$ cat config.mk
export PLATFORM = sky130hd
export DESIGN_NAME = scalar_product_ctrl
export DESIGN_NICKNAME = d
export VERILOG_FILES = /design/src/rtl/scalar_product_pkg.sv /design/src/rtl/scalar_product_ctrl_lane_sum.sv /design/src/rtl/scalar_product_ctrl.sv
export SDC_FILE = /design/constraint.sdc
export NUM_CORES = 1
export LEC_CHECK = 0
export BUFFER_PORTS_ARGS = -buffer_cell sky130_fd_sc_hd__buf_2
export CORE_AREA = 5 5 149 108
export DETAILED_ROUTE_END_ITERATION = 12
export DIE_AREA = 0 0 154 113
export HOLD_SLACK_MARGIN = 0.1
export PLACE_DENSITY = 0.84
export SLEW_MARGIN = 20
export SYNTH_ARGS = -nofsm -noshare
export SYNTH_HDL_FRONTEND = slang
export SYNTH_HIERARCHICAL = 1
export SYNTH_SLANG_ARGS = --single-unit
$ cat constraint.sdc
create_clock -name clk -period 2.5 [get_ports clk]
set_input_delay 0.25 -clock clk [delete_from_list [all_inputs] [get_ports clk]]
set_output_delay 0.25 -clock clk [all_outputs]
set_load 0.03 [all_outputs]
$ cat src/rtl/scalar_product_pkg.sv
// Shared types and width helpers for the scalar product controller.
// Holds the FSM state enum plus dot and pass-counter width functions.
package scalar_product_pkg;

  typedef enum logic [1:0] {
    IDLE,
    RUN,
    DONE
  } state_t;

  function automatic int dot_w(int nbits, int ndata);
    return 2*nbits + $clog2(ndata);
  endfunction

  function automatic int pass_w(int ndata, int nlanes);
    return $clog2(ndata/nlanes) + 1;
  endfunction

endpackage

$ cat src/rtl/scalar_product_ctrl_lane_sum.sv
// lane_sum: combinational sum of Nlanes unsigned 2*Nbits products.
// Ports: p (packed lane products in), sum (widened total out).
module lane_sum #(
  parameter int Nbits  = 4,
  parameter int Nlanes = 4
) (
  input  logic [Nlanes*2*Nbits-1:0]         p,
  output logic [2*Nbits+$clog2(Nlanes)-1:0] sum
);

  localparam int LW = 2*Nbits + $clog2(Nlanes);

  // Written as a chain; synthesis rebalances it into a tree.
  always_comb begin
    sum = '0;
    for (int j = 0; j < Nlanes; j++) begin
      sum = sum + LW'(p[j*2*Nbits +: 2*Nbits]);
    end
  end

endmodule

$ cat src/rtl/scalar_product_ctrl.sv
// Time-multiplexes an external Nlanes multiplier over two Ndata vectors.
// Ports: in handshake + a_vec/b_vec, mul_* to multiplier, out handshake + prod_vec/dot, busy.
module scalar_product_ctrl
  import scalar_product_pkg::*;
#(
  parameter int Nbits  = 4,
  parameter int Ndata  = 8,
  parameter int Nlanes = 4
) (
  input  logic                             clk,
  input  logic                             reset_n,
  input  logic                             in_valid,
  output logic                             in_ready,
  input  logic [Ndata*Nbits-1:0]           a_vec,
  input  logic [Ndata*Nbits-1:0]           b_vec,
  output logic [Nlanes*Nbits-1:0]          mul_a,
  output logic [Nlanes*Nbits-1:0]          mul_b,
  input  logic [Nlanes*2*Nbits-1:0]        mul_p,
  output logic [Ndata*2*Nbits-1:0]         prod_vec,
  output logic [dot_w(Nbits,Ndata)-1:0]    dot,
  output logic                             out_valid,
  input  logic                             out_ready,
  output logic                             busy
);

  localparam int P   = Ndata / Nlanes;
  localparam int PW  = pass_w(Ndata, Nlanes);
  localparam int DW  = dot_w(Nbits, Ndata);
  localparam int LW  = 2*Nbits + $clog2(Nlanes);
  localparam int SA  = Nlanes * Nbits;
  localparam int SP  = Nlanes * 2 * Nbits;
  localparam int PVW = Ndata * 2 * Nbits;

  state_t                 state;
  state_t                 state_nxt;
  logic [Ndata*Nbits-1:0] a_sh;
  logic [Ndata*Nbits-1:0] b_sh;
  logic [PW-1:0]          pass;
  logic [LW-1:0]          lsum;
  logic                   last;

  lane_sum #(
    .Nbits  (Nbits),
    .Nlanes (Nlanes)
  ) u_lane_sum (
    .p   (mul_p),
    .sum (lsum)
  );

  assign last = (pass == PW'(P-1));

  always_ff @(posedge clk or negedge reset_n) begin
    if (!reset_n) state <= IDLE;
    else          state <= state_nxt;
  end

  always_comb begin
    state_nxt = state;
    unique case (state)
      IDLE:    if (in_valid)  state_nxt = RUN;
      RUN:     if (last)      state_nxt = DONE;
      DONE:    if (out_ready) state_nxt = IDLE;
      default:                state_nxt = IDLE;
    endcase
  end

  always_comb begin
    in_ready  = (state == IDLE);
    out_valid = (state == DONE);
    busy      = (state != IDLE);
    mul_a     = '0;
    mul_b     = '0;
    if (state == RUN) begin
      mul_a = a_sh[SA-1:0];
      mul_b = b_sh[SA-1:0];
    end
  end

  // New products enter at the top so slice 0 ends at the bottom.
  always_ff @(posedge clk or negedge reset_n) begin
    if (!reset_n) begin
      a_sh     <= '0;
      b_sh     <= '0;
      prod_vec <= '0;
      dot      <= '0;
      pass     <= '0;
    end else begin
      unique case (state)
        IDLE: begin
          if (in_valid) begin
            a_sh     <= a_vec;
            b_sh     <= b_vec;
            prod_vec <= '0;
            dot      <= '0;
            pass     <= '0;
          end
        end
        RUN: begin
          a_sh     <= a_sh >> SA;
          b_sh     <= b_sh >> SA;
          prod_vec <= (prod_vec >> SP)
                    | (PVW'(mul_p) << (PVW - SP));
          dot      <= dot + DW'(lsum);
          pass     <= pass + 1'b1;
        end
        default: ;
      endcase
    end
  end

endmodule

==> results of run 1 <==
[cell usage after synthesis, drive strengths merged]
master	count
mux2i	1
nand4b	1
a32o	1
nor3	3
o2111ai	1
and3	2
a221o	1
o211ai	3
a21oi	43
nor2b	38
xnor2	4
or4	1
xor2	5
nor2	5
nand3	6
buf	25
a22oi	32
a2111oi	2
o21bai	3
a21o	7
a22o	99
a31oi	1
ha	20
a211oi	1
o21ai	43
or3b	1
fa	17
inv	45
o2111a	1
nor3b	3
or2	1
a311o	2
clkbuf	22
and2	32
nor4	1
a221oi	3
dfrtp	143
nand2b	3
nand2	13
a211o	1
[kinds of logic (layout without fill, tap and decap cells)]
logic type / count (synthesis) / after routing / share of synthesized area (%)
compound gates: 244 / 244 / 25.0
xor+xnor: 9 / 9 / 1.12
fa+ha+maj: 37 / 37 / 8.37
buf+inv: 92 / 419 / 5.37
flops: 143 / 143 / 50.7
mux: 1 / 1 / 0.142
simple gates: 110 / 110 / 9.25
[layout make-up]
class | instances | area [um^2] | share of cell area (%)
Clock buffer | 18 | 429 | 4.18
Sequential cell | 143 | 3580 | 34.8
Timing Repair Buffer | 342 | 2300 | 22.4
Clock inverter | 14 | 198 | 1.92
Tap cell | 195 | 244 | 2.37
Multi-Input combinational cell | 401 | 3360 | 32.7
Inverter | 45 | 171 | 1.67
[stage by stage]
| stage | total power [mW] | setup WS [ns] | setup TNS, ns |
|---|---|---|---|
| floorplan | 9.42 | -1.14 | -5.26 |
| global placement | 11.7 | -1.32 | -8.20 |
| detailed placement | 11.9 | -1.42 | -8.64 |
| CTS | 15.0 | -0.940 | -5.04 |
| global route | 16.2 | -1.11 | -6.25 |
| finish | 15.4 | -1.01 | -5.52 |
[layer usage]
metal  vias to the layer above  share of wire, %  global-route usage [%]
met1                      3211                40                    33.7
li1                       2927                 -                       -
met2                       347                49                    41.1
met4                         2               3.3                    7.65
met5                         -             0.058                       0
met3                        70               7.4                    6.15
[report_power, final]
| group | internal (mW) | switching, mW |
|---|---|---|
| combinational | 3.44 | 5.10 |
| sequential | 3.37 | 0.766 |
| clock | 1.61 | 1.07 |
[final timing paths]
check                         start           end  slack [ns]  cells after the start
min reg2reg                 pass[0]       pass[0]        0.48                      1
max                        mul_p[2]       dot[10]       -1.01                     15
min in group asynchronous   reset_n  prod_vec[49]        0.27                      2
max in group asynchronous   reset_n       a_sh[2]        1.48                      3
max reg2reg                  dot[0]       dot[10]        0.16                      6
min                        a_vec[6]       a_sh[6]        0.11                      3
[timing repair]
action	CTS	global route
hold endpoints to repair	137	1
endpoints found under the setup margin	8	8
hold buffers	61	1
gates resized for setup	13	33
pin swaps	21	33
buffers inserted	4	3
[registers in the layout, summed over array words and instances (netlist names)]
signal and flops:
b_sh 32, a_sh 32, prod_vec 64, dot 11, pass 2, state 2
[worst min-delay path: stages]
cell and delay [ns]:
buf_2 0.08, a21oi_1 0.06, o21ai_1 0.10
==> impl_metrics.ini, run 1 <==
[critical_path]
critical_path.startpoint_type = input pin
crit_fanout = 3
arrival_ns = 3.80
cp_top_family = adder cells
critical_path_class = in2reg
cp.buffers_inverters = 3
max_stage_delay_ns = 0.52
cpMaxStageDelayCell = fa_1
cp_cell_sequence = buf_2 > inv_1 > fa_1 > fa_1 > inv_2 > fa_2 > a21oi_4 > nor2_2 > nor2_2 > xnor2_1 > ha_1 > a21oi_4 > a211o_1 > a221oi_2 > or3b_1
required_ns = 2.79
critPathCaptureType = flip-flop

[sta]
worst_pin_slew_ns = 0.643
fin_crit_sh_pct = 140
slew_headroom_pct = 57.1
rsz0062_at_grt = true
fin_ws_ns = -1.01
hold_viol = 0
whs_ns = 0.114
final_max_slew_viol_count = 0
setup_viol_count_final = 8
finalCriticalPeriod_ns = 3.51
fmax_ghz = 0.285
skew_ns = 0.00819

[drt]
drt_drc_violations_left = 0
viasPerCell = 5.66
drtAntennaViolNets = 0
wire_per_inst_um = 19.5
drt_first_pass_iters = 5
vias = 6557
wl_um = 22600
drt_iter0_drc = 492

[cells_and_area]
fin_cells = 1158
drive_gt1_share_pct = 37.6
antenna_cells = 0
fill_cells = 1018
finalInstanceArea_um2 = 10300
layout_common_cells = buf_2, dfrtp_1, a22o_1
final_util_pct = 71.1
nets = 1087
layout_commonest_cell = buf_2
area_growth_pct = 45.6

[synth]
synth_top_area_share_pct = 50.7
ys_seq_area_share_pct = 50.7
ys_types = 45
synth_fp_nets = 773
synth-seq-cells = 143
synthCells = 636
synth.largest_area_cell = dfrtp_1
netlist_top_cells_area = dfrtp_1, a22o_1, fa_1, ha_1, a22oi_1
ys_warn_count = 6
avgSynthCellArea_um2 = 11.1
synth_area_um2 = 7060

[floorplan]
die_w_um = 154
io_pins = 210
initial_core_util_pct = 48.9
dieArea_um2 = 17400
fp-row-count = 37
die_h_um = 113
coreArea_um2 = 14400

[clock_network]
cts.sinks = 143
clock_tree.buffer_depth = 2
clk_latency_ns = 0.42
cts_root_buf = clkbuf_16
cts_buffers = 17
htree_levels = 4
cts_tree = built
clkSlewWorstSetupHoldPaths_ns = 0.06

[grt]
grt_pass1_wl_um = 35300
grt_pass1_vias = 6697
grt_usage_pct = 25.2
antenna_found_initial = 1
grt-ovfl-total = 0
grt_max_degree = 65

[min_path]
hold_class = in2reg

[placement]
dp_cells = 1058
place.gp.congestion = 0.889
port_buffers = 209
placed_area_um2 = 8810
dp_hpwl_um = 14300

[power]
p_leak_nw = 5.16
powerDensity_nw_per_um2 = 1500
max-vdd-ir-drop_mv = 0.765

[status]
status = complete, but fails checks
violations = setup timing

[flow_run]
drv_cap = 0
Note: power is estimated with default switching activity, not from simulation.
==> inputs of run 2 (changes only) <==
Settings changed: CORE_AREA 5 5 149 108 to 5 5 153 111, DIE_AREA 0 0 154 113 to 0 0 158 116.
Clock period 2.5 ns to 3.1 ns, I/O delays scaled along.
==> impl_metrics.ini, run 2 (synthesis gave the netlist of run 1 again) <==
[clock_network]
htree_levels = 4
cts_buffers = 17
clock_tree.buffer_depth = 2
clk_latency_ns = 0.41
clkSlewWorstSetupHoldPaths_ns = 0.06
cts_root_buf = clkbuf_16
cts_tree = built
cts.sinks = 143

[sta]
setup_viol_count_final = 5
fin_ws_ns = -0.368
setup_tns_ns = -1.20
fin_crit_sh_pct = 112
hold_viol = 0
fmax_ghz = 0.288
skew_ns = 0.00912
finalCriticalPeriod_ns = 3.47
slew_headroom_pct = 26.1
worst_pin_slew_ns = 1.11
final_max_slew_viol_count = 0
rsz0062_at_grt = true

[critical_path]
critical_path.startpoint_type = input pin
r2r.worst_path.cells = 6
required_ns = 3.45
crit_fanout = 5
arrival_ns = 3.81
critical_path_class = in2reg
critPathCaptureType = flip-flop

[power]
max-vdd-ir-drop_mv = 0.558
powerDensity_nw_per_um2 = 1260
p_leak_nw = 4.89
fin_total_pwr_mw = 12.1

[floorplan]
fp-row-count = 38
io_pins = 210
die_w_um = 158
coreArea_um2 = 15300
initial_core_util_pct = 46.2
dieArea_um2 = 18300
die_h_um = 116

[placement]
place.gp.congestion = 0.854
port_buffers = 209
dp_hpwl_um = 14000
dp_slack_ns = -0.929
dp_cells = 1061

[drt]
vias = 6100
viasPerCell = 5.53
drt_drc_violations_left = 0
drt_first_pass_iters = 4
wire_per_inst_um = 18.2
drt_iter0_drc = 492
wl_um = 20100
drtAntennaViolNets = 0

[min_path]
whs_path_depth = 2
hold_class = in2reg

[cells_and_area]
top_regs = prod_vec: 64 flops, a_sh: 32 flops, b_sh: 32 flops
top_register = prod_vec
drive_gt1_share_pct = 38.8
layout_commonest_cell = buf_2
fin_cells = 1103
antenna_cells = 0
nets = 1027
area_growth_pct = 35.9
layout_common_cells = buf_2, dfrtp_1, a22o_1
largest_reg_flops = 64

[grt]
grt_pass1_wl_um = 31800
grt_pass1_vias = 6092
grt_max_degree = 69
grt-ovfl-total = 0
antenna_found_initial = 0
grt_usage_pct = 21.9

[flow_run]
drv_cap = 0

[status]
violations = setup timing
status = complete, but fails checks
-- run 2: changes by cell type in the layout (fill, tap and decap cells not counted), moves of 3 or more --
cell           change
inv_2              -3
a21oi_2            -3
dlygate4sd3_1     -59
inv_1              +3
ha_4               -3
clkinvlp_4         +3
a21oi_1            +4
-- run 2: worst max-delay path: stages --
cell and delay [ns]:
buf_6 0.07, inv_2 0.03, fa_1 0.52, fa_1 0.58
inv_2 0.05, ha_4 0.23, a21o_1 0.17, a21o_1 0.21
nor2_2 0.14, xnor2_1 0.14, ha_2 0.33, buf_6 0.14
buf_6 0.12, nand3_4 0.07, o211ai_1 0.12, or4_1 0.50
nand3_1 0.09
-- run 2: timing repair --
| item | 4_1_cts | 5_1_grt |
|---|---|---|
| endpoints found under the setup margin | 6 | 6 |
| hold endpoints to repair | 41 | 0 |
| gates resized for setup | 25 | 15 |
| setup buffers | 5 | 2 |
| pin swaps | 28 | 16 |
| hold buffers | 3 | 0 |
-- run 2: metal layers --
| metal | global-route usage, % | vias up | routed length (um) |
|---|---|---|---|
| met5 | 0 | - | 0 |
| met4 | 4.26 | 0 | 162 |
| met3 | 5.11 | 15 | 1360 |
| met2 | 34.9 | 219 | 9460 |
| met1 | 31.2 | 3053 | 9080 |
| li1 | - | 2813 | - |
-- run 2: power breakdown --
part / internal, mW / switching, mW / leakage [nW]
combinational: 2.72 / 3.96 / 2.75
sequential: 2.72 / 0.614 / 1.86
clock: 1.28 / 0.835 / 0.286
total: 6.72 / 5.41 / 4.89
-- run 2: path summary, 6_finish.rpt --
path | slack, ns | to | from
setup / recovery | -0.37 | dot[9] | mul_p[13]
hold / removal | 0.11 | b_sh[30] | b_vec[30]
setup reg to reg | 0.83 | dot[10] | dot[0]
hold reg to reg | 0.49 | prod_vec[2] | prod_vec[2]
max in group asynchronous | 1.89 | b_sh[27] | reset_n
min in group asynchronous | 0.37 | dot[1] | reset_n
-- run 2: cell type report --
cell class,count,area [um^2]
clock buffers,18,429
clock inverters,14,184
fillers,1177,5670
inverters,45,171
multi-input cells,401,3300
flip-flops and latches,143,3580
well taps,200,250
repair buffers,282,1680
-- run 2: metrics by stage --
| step | util [%] | hold WS, ns | instance area (um^2) |
|---|---|---|---|
| floorplan | - | 0.0144 | 7150 |
| global placement | 57.4 | 0.242 | 8760 |
| detailed placement | 57.4 | 0.247 | 8760 |
| CTS | 62.5 | 0.103 | 9540 |
| global route | 62.8 | 0.103 | 9590 |
| finish | 62.8 | 0.113 | 9590 |
